===== config.mk =====
export PLATFORM = sky130hd
export DESIGN_NAME = axi_stream_rr_arbiter_flat
export DESIGN_NICKNAME = d
export VERILOG_FILES = /design/src/rtl/axi_stream_rr_arbiter_if.sv /design/src/rtl/axi_stream_rr_arbiter.sv /design/src/flat_wrapper.sv
export SDC_FILE = /design/constraint.sdc
export NUM_CORES = 1
export LEC_CHECK = 0
export BUFFER_PORTS_ARGS = -buffer_cell sky130_fd_sc_hd__clkbuf_2
export CORE_MARGIN = 4
export CORE_UTILIZATION = 44
export CTS_CLUSTER_SIZE = 24
export DETAILED_ROUTE_END_ITERATION = 16
export PLACE_DENSITY = 0.69
export SYNTH_ARGS = -nofsm -noshare
export SYNTH_HDL_FRONTEND = slang
export SYNTH_SLANG_ARGS = --single-unit

===== constraint.sdc =====
create_clock -name clock -period 4.2 [get_ports clock]
set_input_delay 1.26 -clock clock [delete_from_list [all_inputs] [get_ports clock]]
set_output_delay 1.26 -clock clock [all_outputs]
set_load 0.02 [all_outputs]

===== src/rtl/axi_stream_rr_arbiter_if.sv =====
// Stream bundle between N sources, the arbiter and one downstream sink.
// slave: the arbiter's view; master: the surrounding sources and sink.
interface axi_stream_rr_arbiter_if #(
  parameter int N_INPUTS   = 3,
  parameter int DATA_WIDTH = 32
);
  logic [N_INPUTS-1:0]            in_valid;
  logic [N_INPUTS-1:0]            in_ready;
  logic [N_INPUTS*DATA_WIDTH-1:0] in_data;
  logic [N_INPUTS*8-1:0]          in_dest;
  logic [N_INPUTS*8-1:0]          in_user;
  logic [N_INPUTS-1:0]            in_tlast;
  logic                           out_valid;
  logic                           out_ready;
  logic [DATA_WIDTH-1:0]          out_data;
  logic [7:0]                     out_dest;
  logic [7:0]                     out_user;
  logic                           out_tlast;

  modport slave (
    input  in_valid, in_data, in_dest, in_user, in_tlast, out_ready,
    output in_ready, out_valid, out_data, out_dest, out_user, out_tlast
  );

  modport master (
    output in_valid, in_data, in_dest, in_user, in_tlast, out_ready,
    input  in_ready, out_valid, out_data, out_dest, out_user, out_tlast
  );
endinterface


===== src/rtl/axi_stream_rr_arbiter.sv =====
// Round-robin arbiter merging N AXI-stream sources into one registered output,
// with bounded grants and per-source periodic tlast generation.
//
// state   | meaning
// IDLE    | searching in_valid from grant_id+1 for the next source
// GRANTED | forwarding beats of source grant_id until a release condition
module axi_stream_rr_arbiter #(
  parameter int N_INPUTS     = 3,
  parameter int DATA_WIDTH   = 32,
  parameter int HOLD_BEATS   = 4,
  parameter int TLAST_PERIOD = 1024
) (
  input  logic                   clock,
  input  logic                   reset,
  axi_stream_rr_arbiter_if.slave bus,
  output logic [2:0]             grant_id,
  output logic                   grant_active
);

  localparam int BW = (HOLD_BEATS > 1) ? $clog2(HOLD_BEATS) : 1;

  typedef enum logic {IDLE, GRANTED} state_t;

  state_t                state, state_nxt;
  logic [2:0]            grant_nxt;
  logic [BW-1:0]         beat_cnt, beat_nxt;
  logic [15:0]           tcnt [N_INPUTS];

  logic                  g_valid, g_tlast;
  logic [DATA_WIDTH-1:0] g_data;
  logic [7:0]            g_dest, g_user;
  logic [15:0]           g_tcnt;
  logic                  can_load, accept, tlast_gen, beat_tlast, found;
  logic [N_INPUTS-1:0]   in_ready_c;

  logic                  out_valid_q, out_tlast_q;
  logic [DATA_WIDTH-1:0] out_data_q;
  logic [7:0]            out_dest_q, out_user_q;

  always_comb begin
    g_valid = 1'b0;
    g_tlast = 1'b0;
    g_data  = '0;
    g_dest  = '0;
    g_user  = '0;
    g_tcnt  = '0;
    for (int i = 0; i < N_INPUTS; i++) begin
      if (grant_id == 3'(i)) begin
        g_valid = bus.in_valid[i];
        g_tlast = bus.in_tlast[i];
        g_data  = bus.in_data[i*DATA_WIDTH +: DATA_WIDTH];
        g_dest  = bus.in_dest[i*8 +: 8];
        g_user  = bus.in_user[i*8 +: 8];
        g_tcnt  = tcnt[i];
      end
    end
  end

  // The output register may only take a new beat if it is empty or draining.
  assign can_load   = ~out_valid_q | bus.out_ready;
  assign accept     = (state == GRANTED) & g_valid & can_load;
  assign tlast_gen  = (g_tcnt == 16'(TLAST_PERIOD - 1));
  assign beat_tlast = g_tlast | tlast_gen;

  always_comb begin
    in_ready_c = '0;
    for (int i = 0; i < N_INPUTS; i++) begin
      in_ready_c[i] = (state == GRANTED) && (grant_id == 3'(i)) && can_load;
    end
  end

  always_comb begin
    state_nxt = state;
    grant_nxt = grant_id;
    beat_nxt  = beat_cnt;
    found     = 1'b0;
    case (state)
      IDLE: begin
        for (int k = 1; k <= N_INPUTS; k++) begin
          for (int j = 0; j < N_INPUTS; j++) begin
            if (!found && (j == (int'(grant_id) + k) % N_INPUTS) && bus.in_valid[j]) begin
              found     = 1'b1;
              grant_nxt = 3'(j);
            end
          end
        end
        if (found) begin
          state_nxt = GRANTED;
          beat_nxt  = '0;
        end
      end
      GRANTED: begin
        if (accept) begin
          beat_nxt = BW'(beat_cnt + 1'b1);
          if ((beat_cnt == BW'(HOLD_BEATS - 1)) || beat_tlast) begin
            state_nxt = IDLE;
          end
        end else if (!g_valid) begin
          state_nxt = IDLE;
        end
      end
      default: state_nxt = IDLE;
    endcase
  end

  always_ff @(posedge clock) begin
    if (reset) begin
      state    <= IDLE;
      grant_id <= 3'(N_INPUTS - 1);
      beat_cnt <= '0;
    end else begin
      state    <= state_nxt;
      grant_id <= grant_nxt;
      beat_cnt <= beat_nxt;
    end
  end

  // Only the granted source's counter moves; it wraps when it generates tlast.
  always_ff @(posedge clock) begin
    if (reset) begin
      for (int i = 0; i < N_INPUTS; i++) tcnt[i] <= '0;
    end else if (accept) begin
      for (int i = 0; i < N_INPUTS; i++) begin
        if (grant_id == 3'(i)) tcnt[i] <= tlast_gen ? 16'd0 : 16'(tcnt[i] + 16'd1);
      end
    end
  end

  always_ff @(posedge clock) begin
    if (reset) begin
      out_valid_q <= 1'b0;
      out_data_q  <= '0;
      out_dest_q  <= '0;
      out_user_q  <= '0;
      out_tlast_q <= 1'b0;
    end else if (accept) begin
      out_valid_q <= 1'b1;
      out_data_q  <= g_data;
      out_dest_q  <= g_dest;
      out_user_q  <= g_user;
      out_tlast_q <= beat_tlast;
    end else if (bus.out_ready) begin
      out_valid_q <= 1'b0;
    end
  end

  assign bus.in_ready  = in_ready_c;
  assign bus.out_valid = out_valid_q;
  assign bus.out_data  = out_data_q;
  assign bus.out_dest  = out_dest_q;
  assign bus.out_user  = out_user_q;
  assign bus.out_tlast = out_tlast_q;
  assign grant_active  = (state == GRANTED);

endmodule


===== src/flat_wrapper.sv =====
// flat-port wrapper written by rule: the top's interface ports become plain ports
module axi_stream_rr_arbiter_flat 
#(
  parameter int N_INPUTS     = 3,
  parameter int DATA_WIDTH   = 32,
  parameter int HOLD_BEATS   = 4,
  parameter int TLAST_PERIOD = 1024
)
  (clock, reset, grant_id, grant_active, bus_in_valid, bus_in_data, bus_in_dest, bus_in_user, bus_in_tlast, bus_out_ready, bus_in_ready, bus_out_valid, bus_out_data, bus_out_dest, bus_out_user, bus_out_tlast);
  axi_stream_rr_arbiter_if #(.N_INPUTS(N_INPUTS), .DATA_WIDTH(DATA_WIDTH)) bus_i ();
  input  logic clock;
  input  logic reset;
  output logic [2:0] grant_id;
  output logic grant_active;
  input wire logic [$bits(bus_i.in_valid)-1:0] bus_in_valid;
  input wire logic [$bits(bus_i.in_data)-1:0] bus_in_data;
  input wire logic [$bits(bus_i.in_dest)-1:0] bus_in_dest;
  input wire logic [$bits(bus_i.in_user)-1:0] bus_in_user;
  input wire logic [$bits(bus_i.in_tlast)-1:0] bus_in_tlast;
  input wire logic [$bits(bus_i.out_ready)-1:0] bus_out_ready;
  output wire logic [$bits(bus_i.in_ready)-1:0] bus_in_ready;
  output wire logic [$bits(bus_i.out_valid)-1:0] bus_out_valid;
  output wire logic [$bits(bus_i.out_data)-1:0] bus_out_data;
  output wire logic [$bits(bus_i.out_dest)-1:0] bus_out_dest;
  output wire logic [$bits(bus_i.out_user)-1:0] bus_out_user;
  output wire logic [$bits(bus_i.out_tlast)-1:0] bus_out_tlast;
  assign bus_i.in_valid = bus_in_valid;
  assign bus_i.in_data = bus_in_data;
  assign bus_i.in_dest = bus_in_dest;
  assign bus_i.in_user = bus_in_user;
  assign bus_i.in_tlast = bus_in_tlast;
  assign bus_i.out_ready = bus_out_ready;
  assign bus_in_ready = bus_i.in_ready;
  assign bus_out_valid = bus_i.out_valid;
  assign bus_out_data = bus_i.out_data;
  assign bus_out_dest = bus_i.out_dest;
  assign bus_out_user = bus_i.out_user;
  assign bus_out_tlast = bus_i.out_tlast;
  axi_stream_rr_arbiter #(.N_INPUTS(N_INPUTS), .DATA_WIDTH(DATA_WIDTH), .HOLD_BEATS(HOLD_BEATS), .TLAST_PERIOD(TLAST_PERIOD)) u_core (.clock(clock), .reset(reset), .bus(bus_i), .grant_id(grant_id), .grant_active(grant_active));
endmodule

======== After elaboration in Yosys (flattened, before gate mapping) ========
Memory sizes are Yosys's and may differ from the RTL's.
Index checks and enable logic that the tools add are counted.
operators by class
  add/subtract/negate cells ............... 7
  divide/modulo/power cells ............... 3
  eq/ne operators ......................... 12
  muxes and demuxes ....................... 75
  bitwise operators ....................... 9
  reductions and logical operators ........ 40
operators by type and width
  kind                     count
  $mux W16                 9
  $eq A2 B32 Y1 const A    3
  $eq A3 B32 Y1 const A    3
  $logic_not A32 Y1        3
  $mod A32 B3 Y32 const B  3
  $mux W32                 3
  $add A16 B1 Y16 const B  3
  $mux W8                  6
  $mux W1                  44
  $mux W3                  9
  $logic_and A1 B1 Y1      23
  $eq A16 B10 Y1 const B   1
  $reduce_bool A9 Y1       1
  $add A3 B2 Y4 const B    2
  $logic_not A1 Y1         8
  $or A1 B1 Y1             5
  $add A3 B1 Y4 const B    1
  $mux W2                  2
  $pmux W2 S2              1
  $reduce_and A2 Y1        2
  $eq A3 B1 Y1 const B     1
  $eq A3 B2 Y1 const B     1
  $logic_not A3 Y1         1
  $add A2 B1 Y2 const B    1
  8 further kinds          10
storage, ports and cells
  bits in registers ....................... 56
  memory bits (writable) .................. 48
  bits of input ports ..................... 153
  output and inout port bits .............. 57
  logic and storage cells ................. 155
  memories kept ........................... 1
memory list
  memory       depth  width  rd ports  clocked after memory_dff  write ports  RTL line                     RTL
  u_core.tcnt  3      16     3         0                         3            axi_stream_rr_arbiter.sv:27  logic [15:0] tcnt [N_INPUTS];

======== Longest topological paths before layout ========
  depth in word-level cells ............... 48
  mapped depth ............................ 10

======== Worst setup path after synthesis ========
OpenSTA, ideal clock, no wires.
  path type ............................... input -> register
  start ................................... in bus_out_ready
  end ..................................... mem u_core.tcnt[2][0] (netlist: u_core.tcnt[0][32]), enable pin
  data arrival time ....................... 3.339 ns
  setup slack ............................. 0.450 ns
  stages on the path ...................... 6
  cells stage by stage .................... nand2b_1 -> nand2_1 -> or2_2 -> clkbuf_1 -> buf_2 -> o21ai_0
RTL lines
  element      RTL line                     RTL
  from (decl)  flat_wrapper.sv:20           input wire logic [$bits(bus_i.out_ready)-1:0] bus_out_ready;
  to (decl)    axi_stream_rr_arbiter.sv:27

======== Worst setup path after layout ========
  start ................................... reg u_core.grant_id[0]
  end ..................................... out bus_in_ready[2]
between the ends
  cells in the longest elaborated chain, start to end .. 3
ends and longest elaborated chain
  element                            RTL line                      RTL
  from (decl)                        axi_stream_rr_arbiter.sv:16   output logic [2:0] grant_id,
  from (signal assigned)             axi_stream_rr_arbiter.sv:109  grant_id <= 3'(N_INPUTS - 1);
  from (signal assigned)             axi_stream_rr_arbiter.sv:113  grant_id <= grant_nxt;
  $eq A3 B2 Y1                       axi_stream_rr_arbiter.sv:68   in_ready_c[i] = (state == GRANTED) && (grant_id == 3'(i)) && can_load;
  $logic_and A1 B1 Y1 (2 in series)  axi_stream_rr_arbiter.sv:68
  to (decl)                          flat_wrapper.sv:21            output wire logic [$bits(bus_i.in_ready)-1:0] bus_in_ready;
Every way passes these cells.

==> impl_metrics.toml <==
[sta]
fin_tns_setup_ns = 0
final_hold_violating_endpoints = 0
fin_skew_ns = 0.00588
period_share = 0.802
max_slew.worst_pin.slew_ns = 1.08
rsz0062_at_grt = "no"
setup_violations = 0
final_critical_path_setup_slack_ns = 0.834
final.hold.worst_slack_ns = 0.453
clock.fmax_ghz = 0.297
final_max_slew_viol_count = 0
final.min_clock_period_ns = 3.37
worst_slew_margin_rel = 0.279

[clock_network]
root_buffer = "clkbuf_16"
post_cts.repair.setup_buffers = 0
clock_path_buffers = 2
cts_hold_repair.buffers = 0
tritoncts = "built"
clkTransAtPathRegs_ns = 0.06
insertion_delay_ns = 0.34
ctsHtreeMaxLevel = 3
post_cts.resized_instances = 0
tritoncts.num_buffers = 9
clock-sinks = 103

[power_and_ir_drop]
net-switching-power_mw = 1.67
p_leak_nw = 2.70
p_sw_frac = 0.414
intPower_mw = 2.35
design_power_total_mw = 4.02
pwr-share-seq = 0.354
pwr-share-clk = 0.195
p_per_area_nw_per_um2 = 579
max-vdd-ir-drop_mv = 0.272
power_share_of_the_combinational_group = 0.452

[worst_setup_path]
type_of_origin_of_the_critical_path = "flop"
critical_path.reg2reg.startpoint = "u_core.grant_id[0]$_SDFFE_PP0P_"
critPathCaptureType = "primary output"
arrival_ns = 2.11
worst-path-max-fanout = 17
crit_path_top_delay_cell = "clkinv_1"
cp_data_required_time_ns = 2.94
critPathLaunch = "u_core.grant_id[0]$_SDFFE_PP0P_"
crit_chain = "inv_1 -> ha_2 -> clkinv_1 -> nor2_1 -> clkbuf_2"
worst-r2r-setup-slack_ns = 0.83
worst-setup-path-type = "reg2out"
critical_path.max_stage_delay_ns = 0.50
worstReg2RegEnd = "u_core.tcnt[0][10]$_SDFFCE_PP0P_"
reg2reg_depth = 8

[logic_synthesis]
post_syn_instances = 587
yosysSeqAreaShare = 0.459
yosysUniqueCellTypes = 48
syn_area_per_cell_um2 = 9.43
yosys_warnings = 0
synthesis.area_um2 = 5540
synthArstFlopShare = 0
synth-edff-count = 48
synth.ff_latch_count = 103
number_of_nets_in_the_synthesized_netlist = 749
main_synth_ff_type = "dfxtp_1"

[global_routing]
grt_start_max_net_pins = 56
antenna_found_initial = 0
first_global_vias = 5239
grt.total_usage = 0.225
grt_first_pass_wirelength_um = 26100
overflow = 0

[place]
post-place-cells = 922
dp_hpwl_um = 12000
portBuffers = 208
postPlaceCellArea_um2 = 6670
preCtsSetupSlack_ns = 0.891
globalplace.congestion = 0.835

[finish]
syn2layout_area_growth_pct = 25.4
nNetsFinal = 927
postLayoutCoreUtil = 0.571
post_route_cells_drive_above_1_share = 0.314
antennaDiodeCount = 0
post-route-cell-area_um2 = 6940
final_cells = 938

[hold_path]
hold_path_startpoint = "u_core.bus.out_data[30]$_SDFFE_PP0P_"
min_to = "u_core.bus.out_data[30]$_SDFFE_PP0P_"
timing.hold.worst_path_depth = 2
hold_path.class = "reg2reg"

[drt]
drt_iter0_markers = 285
detail_route.first_pass.iterations = 5
post-route-drc-count = 0
postRouteWirelength_um = 16400
vias_per_cell = 5.70
num_vias = 5346
antenna_left = 0
avgRoutedWirePerCell_um = 17.5

[floorplanning]
die-height_um = 120
die_area_um2 = 14400
initial_core_utilization = 0.455
design.core.area_um2 = 12200
top_level_ports = 210
die-width_um = 120
std_cell_rows = 40

[flow_run]
cap_violations = 0

[outcome]
status = "completed"
cells in the final DEF, fill, tap and decap left out, drive strengths merged, types with 2 or more instances in the layout:
cell type / n
and4: 7
a221o: 48
a211oi: 2
nand3: 13
and3: 7
nand2: 70
xnor2: 22
nor4: 5
o21ai: 6
xor2: 20
buf: 10
nor3: 58
a31oi: 2
or2: 3
clkbuf: 223
ha: 9
or3: 2
a21oi: 51
nor4b: 2
inv: 15
nor2: 13
clkinv: 2
o211ai: 49
dfxtp: 55
nand4: 12
edfxtp: 48
worst max path at each step:
stage	to	slack, ns	depth (start not counted)
global route	u_core.tcnt[0][10]$_SDFFCE_PP0P_	0.59	8
global placement	bus_in_ready[2]	0.88	5
finish	bus_in_ready[2]	0.83	5
CTS	bus_in_ready[2]	0.83	5
floorplan	u_core.tcnt[0][32]$_SDFFCE_PP0P_	0.45	6
detailed placement	u_core.tcnt[0][10]$_SDFFCE_PP0P_	0.89	8
Yosys cell counts (all sizes together), types with 2 or more instances:
cell type,n,area share
a211oi,2,0.0036
a21oi,51,0.046
a221o,48,0.087
a31oi,2,0.0023
and3,7,0.0079
and4,7,0.011
buf,15,0.016
clkbuf,36,0.024
dfxtp,55,0.20
edfxtp,48,0.26
ha,9,0.020
inv,15,0.010
nand2,70,0.047
nand3,13,0.013
nand4,12,0.014
nor2,13,0.0088
nor3,58,0.052
nor4,5,0.0057
nor4b,2,0.0032
o211ai,49,0.066
o21ai,6,0.0061
or2,3,0.0034
or3,2,0.0023
xnor2,22,0.035
xor2,20,0.032
cell type report:
cell class | instances | area [um2]
clock buffer | 15 | 268
clock inverter | 1 | 5.00
fill | 1048 | 5220
inverter | 16 | 60.1
multi-input combinational | 417 | 2740
sequential | 103 | 2540
tap | 168 | 210
timing repair buffer | 218 | 1120
sequential cells by signal (all words and copies together), names as in the netlist:
register	count
u_core.bus.out_dest	8
u_core.bus.out_valid	1
u_core.bus.out_user	8
u_core.bus.out_data	32
u_core.grant_active	1
u_core.beat_cnt	2
u_core.tcnt	48
u_core.bus.out_tlast	1
u_core.grant_id	2
metal layers:
layer  up-vias  share of wire  wire length [um]  GRT usage
met2       202           0.48              7930      0.364
li1       2587              -                 -          -
met5         -              0                 0          0
met4         0          0.040               654      0.115
met3        37          0.055               907     0.0537
met1      2520           0.42              6890      0.281
kinds of logic (layout without fill, tap and decap cells):
kind of cell               after synthesis  count (layout)  share of synthesized area
buffers and inverters                   67             250                     0.0515
other                                    1               1                   0.000677
DFF                                    103             103                      0.459
xor gates and xnor gates                42              42                     0.0665
and+or+nand+nor                        197             197                      0.175
adders and majority gates                9               9                     0.0203
AOI/OAI and AO/OA                      168             168                      0.227
power by group through the flow:
stage                     combinational (mW)  sequential (mW)  clock [mW]
after CTS                               1.82             1.42       0.792
after floorplan                         1.13             1.57           0
final                                   1.82             1.42       0.783
after detailed placement                1.81             1.44           0
after global routing                    1.98             1.45       0.838
after global placement                  1.78             1.43           0
worst max-delay path: cells and delay by family, from the launching register on:
family	cells	cell delay (ns)
DFF	1	0.35
adders and majority gates	1	0.34
buffers and inverters	3	0.83
and+or+nand+nor	1	0.23
Power figures use the tool's default switching activity.
